## src/rtl/conv33_pkg.sv

```systemverilog
// rtl/conv33_pkg.sv - shared conv33 constants and weight-stream state encoding
package conv33_pkg;

    // Taps per 3x3 kernel. The loader imports this same package, so both ends agree on it.
    localparam int KERNEL_TAPS        = 9;
    localparam int DEFAULT_DATA_WIDTH = 8;

    typedef enum logic [1:0] {
        IDLE     = 2'd0,
        SEND     = 2'd1,
        WAIT_ACK = 2'd2
    } state_t;

endpackage

```

## src/rtl/conv33_weight_ram.sv

```systemverilog
// rtl/conv33_weight_ram.sv - kernel weight store, synchronous write, asynchronous read
//
// Ports:
//   clk      in   write clock
//   wr_en    in   write strobe (already qualified by the parent)
//   wr_addr  in   write address
//   wr_data  in   write data
//   rd_addr  in   read address
//   rd_data  out  combinational read data
module conv33_weight_ram #(
    parameter int DATA_WIDTH = 8,
    parameter int DEPTH      = 144,
    parameter int ADDR_W     = 8
) (
    input  logic                  clk,
    input  logic                  wr_en,
    input  logic [ADDR_W-1:0]     wr_addr,
    input  logic [DATA_WIDTH-1:0] wr_data,
    input  logic [ADDR_W-1:0]     rd_addr,
    output logic [DATA_WIDTH-1:0] rd_data
);

    logic [DATA_WIDTH-1:0] r_mem [DEPTH];

    // Contents are deliberately not reset.
    always_ff @(posedge clk) begin
        if (wr_en) begin
            r_mem[wr_addr] <= wr_data;
        end
    end

    assign rd_data = r_mem[rd_addr];

endmodule

```

## src/rtl/conv33_weight_stream.sv

```systemverilog
// rtl/conv33_weight_stream.sv - streams one stored 3x3 kernel serially to the conv33 weight loader
//
// Optional feature macro: CONV33_WEIGHT_STREAM_TIMEOUT_EN (acknowledge timeout raising err).
//
// Ports:
//   clk          in   clock, posedge
//   rst          in   synchronous active-high reset
//   wr_en        in   RAM write strobe (ignored while busy or out of range)
//   wr_addr      in   RAM address = kidx*9 + tap
//   wr_data      in   RAM write data
//   req          in   stream request, sampled in IDLE
//   req_kidx     in   kernel index for the request
//   busy         out  state is not IDLE
//   start        out  high for the 9 beats of a transfer
//   data_out     out  tap value while start is high, else 0
//   weight_load  in   loader completion pulse
//   done         out  one-cycle acknowledge pulse
//   err          out  one-cycle acknowledge-timeout pulse
module conv33_weight_stream
    import conv33_pkg::*;
#(
    parameter int  DATA_WIDTH  = DEFAULT_DATA_WIDTH,
    parameter int  NUM_KERNELS = 16,
    parameter int  ACK_TIMEOUT = 15,
    localparam int KIDX_W      = $clog2(NUM_KERNELS),
    localparam int ADDR_W      = $clog2(NUM_KERNELS*KERNEL_TAPS)
) (
    input  logic                  clk,
    input  logic                  rst,
    input  logic                  wr_en,
    input  logic [ADDR_W-1:0]     wr_addr,
    input  logic [DATA_WIDTH-1:0] wr_data,
    input  logic                  req,
    input  logic [KIDX_W-1:0]     req_kidx,
    output logic                  busy,
    output logic                  start,
    output logic [DATA_WIDTH-1:0] data_out,
    input  logic                  weight_load,
    output logic                  done,
    output logic                  err
);

    state_t              r_state, w_state_nxt;
    logic [3:0]          r_beat, w_beat_nxt;
    logic [KIDX_W-1:0]   r_kidx, w_kidx_nxt;
    logic                r_done, w_done_nxt;
    logic                w_wr_ok;
    logic [ADDR_W-1:0]   w_rd_addr;
    logic [DATA_WIDTH-1:0] w_rd_data;

`ifdef CONV33_WEIGHT_STREAM_TIMEOUT_EN
    localparam int TCNT_W = $clog2(ACK_TIMEOUT + 1);
    logic [TCNT_W-1:0]   r_tcnt, w_tcnt_nxt;
    logic                r_err, w_err_nxt;
`endif

    // The RAM is frozen during a transfer; out-of-range addresses are dropped.
    assign w_wr_ok   = wr_en && (r_state == IDLE) && (int'(wr_addr) < NUM_KERNELS*KERNEL_TAPS);
    assign w_rd_addr = ADDR_W'(r_kidx) * ADDR_W'(KERNEL_TAPS) + ADDR_W'(r_beat);

    conv33_weight_ram #(
        .DATA_WIDTH (DATA_WIDTH),
        .DEPTH      (NUM_KERNELS*KERNEL_TAPS),
        .ADDR_W     (ADDR_W)
    ) u_ram (
        .clk     (clk),
        .wr_en   (w_wr_ok),
        .wr_addr (wr_addr),
        .wr_data (wr_data),
        .rd_addr (w_rd_addr),
        .rd_data (w_rd_data)
    );

    always_comb begin
        w_state_nxt = r_state;
        w_beat_nxt  = r_beat;
        w_kidx_nxt  = r_kidx;
        w_done_nxt  = 1'b0;
`ifdef CONV33_WEIGHT_STREAM_TIMEOUT_EN
        w_tcnt_nxt  = r_tcnt;
        w_err_nxt   = 1'b0;
`endif
        case (r_state)
            IDLE: begin
                if (req && (int'(req_kidx) < NUM_KERNELS)) begin
                    w_state_nxt = SEND;
                    w_beat_nxt  = 4'd0;
                    w_kidx_nxt  = req_kidx;
                end
            end
            SEND: begin
                if (r_beat == 4'(KERNEL_TAPS - 1)) begin
                    w_state_nxt = WAIT_ACK;
                    w_beat_nxt  = 4'd0;
`ifdef CONV33_WEIGHT_STREAM_TIMEOUT_EN
                    w_tcnt_nxt  = '0;
`endif
                end else begin
                    w_beat_nxt = r_beat + 4'd1;
                end
            end
            WAIT_ACK: begin
                // An acknowledge in the timeout cycle takes priority over err.
                if (weight_load) begin
                    w_done_nxt  = 1'b1;
                    w_state_nxt = IDLE;
                end
`ifdef CONV33_WEIGHT_STREAM_TIMEOUT_EN
                else if (r_tcnt == TCNT_W'(ACK_TIMEOUT - 1)) begin
                    w_err_nxt   = 1'b1;
                    w_state_nxt = IDLE;
                end else begin
                    w_tcnt_nxt = r_tcnt + 1'b1;
                end
`endif
            end
            default: w_state_nxt = IDLE;
        endcase
    end

    always_ff @(posedge clk) begin
        if (rst) begin
            r_state <= IDLE;
            r_beat  <= 4'd0;
            r_kidx  <= '0;
            r_done  <= 1'b0;
`ifdef CONV33_WEIGHT_STREAM_TIMEOUT_EN
            r_tcnt  <= '0;
            r_err   <= 1'b0;
`endif
        end else begin
            r_state <= w_state_nxt;
            r_beat  <= w_beat_nxt;
            r_kidx  <= w_kidx_nxt;
            r_done  <= w_done_nxt;
`ifdef CONV33_WEIGHT_STREAM_TIMEOUT_EN
            r_tcnt  <= w_tcnt_nxt;
            r_err   <= w_err_nxt;
`endif
        end
    end

    // data_out reads the RAM combinationally so a write landing on the
    // acceptance edge is already visible at beat 0.
    assign busy     = (r_state != IDLE);
    assign start    = (r_state == SEND);
    assign data_out = start ? w_rd_data : '0;
    assign done     = r_done;

`ifdef CONV33_WEIGHT_STREAM_TIMEOUT_EN
    assign err = r_err;
`else
    // No timeout in this build: err is constant 0 (the condition is always false).
    assign err = (ACK_TIMEOUT < 0);
`endif

endmodule
```

## config.mk

```make
export PLATFORM = sky130hd
export DESIGN_NAME = conv33_weight_stream
export DESIGN_NICKNAME = d
export VERILOG_FILES = /design/src/rtl/conv33_pkg.sv /design/src/rtl/conv33_weight_ram.sv /design/src/rtl/conv33_weight_stream.sv
export SDC_FILE = /design/constraint.sdc
export NUM_CORES = 1
export LEC_CHECK = 0
export ABC_AREA = 0
export CORE_MARGIN = 2
export CORE_UTILIZATION = 40
export CTS_CLUSTER_DIAMETER = 30
export DETAILED_ROUTE_END_ITERATION = 10
export GPL_TIMING_DRIVEN = 0
export SYNTH_ARGS = -nofsm -noshare
export SYNTH_HDL_FRONTEND = slang
export SYNTH_SLANG_ARGS = --single-unit
```

## constraint.sdc

```tcl
create_clock -name clk -period 11.2 [get_ports clk]
set_input_delay 2.24 -clock clk [delete_from_list [all_inputs] [get_ports clk]]
set_output_delay 2.24 -clock clk [all_outputs]
set_load 0.05 [all_outputs]
```

==> summary.md, run 1 <==
| Metric | Value |
|---|---|
| Clock buffer depth | 3 |
| Number of global-route vias before repair | 23700 |
| Largest net degree at the start of global routing | 105 |
| Dpl cells | 3616 |
| Final Cell Area | approximately 56000 um^2 |
| Crit path kind | register to output port |
| FP Rows | 124 |
| Leakage | 17.6 nW |
| Clock sink count | 1163 |
| CTS clock-pin slew for the worst setup and hold paths | about 0.050 ns |
| P per Cell Area | around 220 nW/um^2 |
| Post-synthesis sequential area ratio | 76.0% |
| Crit Path Max Fanout | 10 |
| Final setup viols | 0 |
| Nets@finish | 2361 |
| CP most frequent cell | ha_1 |
| Overall routed net length | roughly 120000 um |
| Buf/Inv on CP | 7 |
| Crit-path max cell delay | 0.94 ns |
| Clock buffer count from CTS | 216 |
| Synth-to-Final Area Change | 21.4% |
| Min Tclk post-route | a little under 10 ns |
| Initial antenna violation count | 2 |
| Synth top area share | 75.5% |
| DR iter-0 viols | 2727 |
| Tot GR Track Use | 20.6% |
| Worst-Margin Slew | 1.32 ns |
| Library cells used by synthesis | between 60 and 70 |
| Maximum vdd ir drop | 0.143 mV |
| GRT Residual Overflow | 0 |
| Maxcap violations | 0 |
| CP Cell Sequence | ha_1 -> ha_1 -> inv_1 -> fa_1 -> buf_6 -> buf_4 -> buf_2 -> clkinv_1 -> buf_1 -> mux2i_1 -> a221oi_1 -> o2111ai_1 -> a311oi_1 -> clkdlybuf4s50_1 |
| Root Buffer | clkbuf_16 |
| CORE AREA | 114000 um^2 |
| H-tree level count | 4 |
| Final cell count without fillers | 4023 |
| Area contributors post-synth | edfxtp_1 76%, mux4_2 16%, nor2_1 1.3%, mux2i_1 0.55%, mux4_1 0.52% |
| DP Area | roughly 48000 um^2 |
| Worst skew pair latency | 0.81 ns |
| Hold-fix buffers, CTS | 0 |
| Setup tns final | 0 ns |
| Critical path endpoint category | output port |
| Avg WL per Cell | 29.6 um |
| Slowest CP cell | clkdlybuf4s50_1 |
| Post-route clock skew | 0.0654 ns |
| Critical path data required time | between 8 and 9 ns |
| CP Launch Type | register |
| Post-synth net total | 2104 |
| Residual DRC | 0 |
| First-pass GRT wire length | roughly 170000 um |
| Post-cts resize count | 0 |
| Post-Syn Area per Cell | approximately 22 um^2 |
| Main flop type after synthesis | edfxtp_1 |
| Most frequent cells in the layout | 1152 x edfxtp_1, 334 x mux4_2, 218 x clkbuf_16, 157 x nor2_1, 56 x clkbuf_1 |
| Worst Path Arrival | roughly 7.6 ns |
| Routed vias/inst | 5.74 |
| Mapped Area | 45800 um^2 |
| FF+latch count, synth | 1163 |
| Chip height | 342 um |
| Drt pass-1 iters | 8 |
| HPWL after detailed placement | 77200 um |
| Routed Antenna Nets | 0 |
| Hold Path Class | register to register |
| Die width | roughly 340 um |
| Largest area contributor in the netlist | edfxtp_1 |
| Fin util | roughly 49% |
| Number of hold violations in the final report | 0 |
| Pins Over Slew Limit | 0 |
| Port Buffers | 31 |
| Area of the die | 117000 um^2 |
| Placer Congestion | 0.976 |
| Critical path's top delay family | buffers and inverters |
| Starting density of the core | 40.2% |
| Share of cells above drive strength 1 | 31.4% |
| Status | finished clean |
| Fmax | 102 MHz |
| Mapped Cells | between 2000 and 2500 |
| Vias | 23100 |
| Worst hold slack | 0.482 ns |
| Slew headroom | 11.6% |
| Fin crit share | 87.7% |
| IO Pins | 37 |
| Commonest non-fill, non-tap cell in the layout | edfxtp_1 |
| CTS tree | done |
| Post-CTS Setup Inserts | 0 |
| Post-synth EDFFs | 1152 |
| RSZ-0062 raised after global routing | no |
| FFs w/ async S/R, synth | 0% |
| Ys Warns | 0 |
[metrics by stage]
step           worst slack, ns  power, mW
6_report                  1.38       12.3
3_3_place_gp              2.70       5.99
5_1_grt                   1.37       12.7
3_5_place_dp              2.63       5.99
4_1_cts                   1.73       12.4
2_1_floorplan             4.59       5.56
[cell type report]
class	count	area, um^2
Sequential cell	1163	34800
Clock buffer	243	5550
Antenna cell	1	2.50
Buffer	114	734
Multi-Input combinational cell	763	10200
Clock inverter	163	1870
Fill cell	9180	58300
Tap cell	1512	1890
Inverter	25	93.8
Timing Repair Buffer	39	514
[per-layer routing]
metal	up-vias	wire, um	track usage, %
met2	1249	55300	31.2
met4	4	4440	8.50
met1	12200	48000	28.1
met3	241	11200	5.71
li1	9334	-	-
met5	-	131	0.776
[synth_stat cells, drive strengths merged, types with 3 or more instances]
cell type,n
nand4b,6
nand2,55
buf,78
a2111oi,7
nor2,157
a21oi,28
clkbuf,31
dlygate4sd1,3
nor2b,10
ha,13
mux2,6
mux2i,25
o21ai,5
nor3,7
a311oi,6
edfxtp,1152
nor4,5
and3,8
a221oi,6
o2111ai,7
xnor2,3
mux4,343
nand3,19
dfxtp,11
and2,3
a211oi,6
nand4,9
inv,24
[kinds of logic (layout without fill, tap and decap cells)]
| group | Yosys count | in the layout | synth area share [%] |
|---|---|---|---|
| adders and majority gates | 14 | 14 | 0.399 |
| xor gates and xnor gates | 5 | 5 | 0.112 |
| DFF | 1163 | 1163 | 76.0 |
| and+or+nand+nor | 287 | 287 | 2.75 |
| other | 1 | 2 | 0.00819 |
| AOI/OAI and AO/OA | 82 | 82 | 1.28 |
| muxes | 374 | 374 | 17.6 |
| buffers and inverters | 139 | 584 | 1.81 |
[registers in the layout (all words and copies together), names as in the netlist]
| register | cells |
|---|---|
| u_ram.r_mem | 1152 |
| r_state | 2 |
| done | 1 |
| r_kidx | 4 |
| r_beat | 4 |
[power by group]
part / switching, mW / internal (mW)
registers: 0.00532 / 4.80
logic: 0.645 / 0.461
clock network: 2.29 / 4.14
total: 2.94 / 9.40
[path summary, 6_finish.rpt]
kind	start	end	slack, ns	cells after the start
max	r_beat[0]	data_out[0]	1.38	14
max reg2reg	r_state[0]	u_ram.r_mem[126][3]	7.60	6
min reg2reg	r_state[0]	done	0.48	1
min	r_state[0]	done	0.48	1
Note: power is estimated with default switching activity, not from simulation.
==> run 2: changes to the inputs <==
--- a/config.mk
+++ b/config.mk
@@ -10,7 +10,6 @@
 export CORE_UTILIZATION = 40
 export CTS_CLUSTER_DIAMETER = 30
 export DETAILED_ROUTE_END_ITERATION = 10
-export GPL_TIMING_DRIVEN = 0
 export SYNTH_ARGS = -nofsm -noshare
 export SYNTH_HDL_FRONTEND = slang
 export SYNTH_SLANG_ARGS = --single-unit
==> run 2 against run 1 <==
  * First-iteration DRC count is 1.1% higher
  * Worst hold slack better by 0.0087 ns
  * Critical path depth is 4 lower
  * Largest cell class unchanged
==> summary.md, run 2 (synthesized netlist as in run 1, its figures left out) <==
| Metric | Value |
|---|---|
| Avg WL per Cell | 28.7 um |
| Final Cell Area | between 50000 and 60000 um^2 |
| Status | finished clean |
| Max reg flops | 1152 |
| Setup tns final | 0 ns |
| Routed Antenna Nets | 0 |
| Chip height | 342 um |
| Fin crit share | 81.2% |
| Dpl cells | 3535 |
| Slew headroom | 12.6% |
| Number of global-route vias before repair | ~23000 |
| CTS clock-pin slew for the worst setup and hold paths | about 0.050 ns |
| Overall routed net length | 113000 um |
| Register name with the most flops | u_ram.r_mem |
| Hold Path Class | register to register |
| Power share of the clock group | a little over half |
| DR iter-0 viols | between 2000 and 3000 |
| Reg-to-reg setup timing slack | approximately 7.3 ns |
| Crit Path Max Fanout | 80 |
| FP Rows | ~120 |
| Largest regs | u_ram.r_mem (1152), r_beat (4), r_kidx (4) |
| Routed length on met1 | ~47000 um |
| Post-route clock skew | 0.0284 ns |
| Residual DRC | 0 |
| Sw Ratio | ~23% |
| Number of hold violations in the final report | 0 |
| Final setup viols | 0 |
| Drt pass-1 iters | 7 |
| Post-CTS Setup Inserts | 0 |
| Port Buffers | 35 |
| Nets@finish | approximately 2300 |
| Largest net degree at the start of global routing | 103 |
| RSZ-0062 raised after global routing | no |
| Clock sink count | 1163 |
| Most frequent cells in the layout | 1152 x edfxtp_1, 334 x mux4_2, 220 x clkbuf_16, 157 x nor2_1, 55 x nand2_1 |
| Hold path startpoint | r_kidx[1] |
| Hold Path Stages | 2 |
| Worst Path Arrival | 6.85 ns |
| Pins Over Slew Limit | 0 |
| Psw | between 2 and 3 mW |
| Worst setup startpoint | r_beat[1] |
| Slowest CP cell | fa_4 |
| CTS tree | done |
| Hold-fix buffers, CTS | 0 |
| P per Cell Area | 226 nW/um^2 |
| Routed vias/inst | 5.63 |
| Crit-path max cell delay | 1.36 ns |
| CORE AREA | 114000 um^2 |
| CP most frequent cell | mux4_2 |
| Min Tclk post-route | 9.09 ns |
| CP Launch Type | register |
| GRT Residual Overflow | 0 |
| R2R Path Start | r_state[0] |
| IO Pins | 37 |
| Detail Route met2 WL | 55100 um |
| Fmax | 110 MHz |
| Comb pwr share | under 10% |
| Worst skew pair latency | 0.78 ns |
| Hold endpoint | r_kidx[1] |
| Crit path kind | register to output port |
| Tot GR Track Use | 19.6% |
| Maxcap violations | 0 |
| HPWL after detailed placement | 66900 um |
| First-pass GRT wire length | 164000 um |
| Worst-Margin Slew | 1.28 ns |
| Critical path data required time | 8.96 ns |
| Maximum vdd ir drop | 0.155 mV |
| Critical path endpoint category | output port |
| Vias | 22200 |
| Area of the die | between 100000 and 150000 um^2 |
| Highest routed metal layer | met4 |
| Power Internal | 9.66 mW |
| Synth-to-Final Area Change | 21.0% |
| Final cell count without fillers | 3952 |
| Root Buffer | clkbuf_16 |
| Commonest non-fill, non-tap cell in the layout | edfxtp_1 |
| Clock buffer depth | 3 |
| Reg2Reg Depth | 5 |
| Die width | ~340 um |
| Initial antenna violation count | 2 |
| Starting density of the core | approximately 40% |
| CP Cell Sequence | ha_1 -> ha_4 -> inv_1 -> fa_4 -> buf_12 -> mux4_2 -> mux4_2 -> a2111oi_0 -> nor4_1 -> clkdlybuf4s50_1 |
| Detail Route met3 WL | 8420 um |
| H-tree level count | 4 |
| Clock buffer count from CTS | roughly 220 |
| RR Endpoint | u_ram.r_mem[117][2] |
| Fin util | 48.7% |
| Leakage | 17.5 nW |
| Share of cells above drive strength 1 | between 30 and 40% |
| Post-cts resize count | 0 |
| DP Area | 47700 um^2 |
| Placer Congestion | roughly 0.90 |
| Part of the power in registers | 38.4% |
[run 2: cell count changes in the layout (fill, tap and decap cells not counted), moves of 4 or more]
| cell | change |
|---|---|
| buf_12 | +4 |
| buf_16 | -8 |
| buf_2 | -35 |
| buf_4 | +8 |
| buf_6 | -14 |
| bufinv_16 | +10 |
| clkbuf_1 | -30 |
| clkbuf_8 | +5 |
| clkdlybuf4s50_1 | +4 |
| clkinv_16 | -5 |
| clkinv_4 | +5 |
| clkinvlp_4 | -4 |
| inv_6 | -9 |
[run 2: worst max-delay path by stage]
| stage | slack (ns) | cells after the start | endpoint |
|---|---|---|---|
| floorplan | 4.59 | 14 | data_out[5] |
| global placement | 3.11 | 10 | data_out[5] |
| detailed placement | 3.12 | 11 | data_out[2] |
| CTS | 2.27 | 11 | data_out[2] |
| global route | 1.99 | 11 | data_out[2] |
| finish | 2.11 | 10 | data_out[5] |
[run 2: cell type report]
type                       count  area (um^2)
timing repair buffer          72          671
antenna                        1         2.50
inverter                      25         93.8
multi-input combinational    763        10200
tap                         1512         1890
clock buffer                 251         5670
sequential                  1163        34800
fill                        9115        58500
clock inverter               165         2050
[run 2: worst max-delay path, delay by kind of cell (launching register included)]
family                   cells  cell delay (ns)
adder cells (fa/ha/maj)      3             1.86
buffers and inverters        3             1.36
AO/OA/AOI/OAI                1             1.12
multiplexers                 2             0.88
AND/OR/NAND/NOR              1             0.36
flip-flops                   1             0.35
[run 2: power by group through the flow]
| stage | Sequential, mW | Clock (mW) | Combinational (mW) |
|---|---|---|---|
| finish | 4.81 | 6.69 | 1.02 |
| global route | 4.80 | 7.00 | 1.07 |
| CTS | 4.81 | 6.78 | 1.03 |
| detailed placement | 4.89 | 0 | 1.03 |
| global placement | 4.89 | 0 | 1.02 |
| floorplan | 4.88 | 0 | 0.672 |
[run 2: metrics by stage]
step	hold WS (ns)	setup slack (ns)	total power, mW
2_1_floorplan	0.444	4.59	5.56
3_3_place_gp	0.462	3.11	5.91
3_5_place_dp	0.476	3.12	5.92
4_1_cts	0.489	2.27	12.6
5_1_grt	0.503	1.99	12.9
6_report	0.491	2.11	12.5
[run 2: routing by layer]
metal	GRT usage [%]	up-vias
met5	0	-
li1	-	9182
met2	31.0	980
met1	27.2	11900
met4	6.29	0
met3	4.37	159
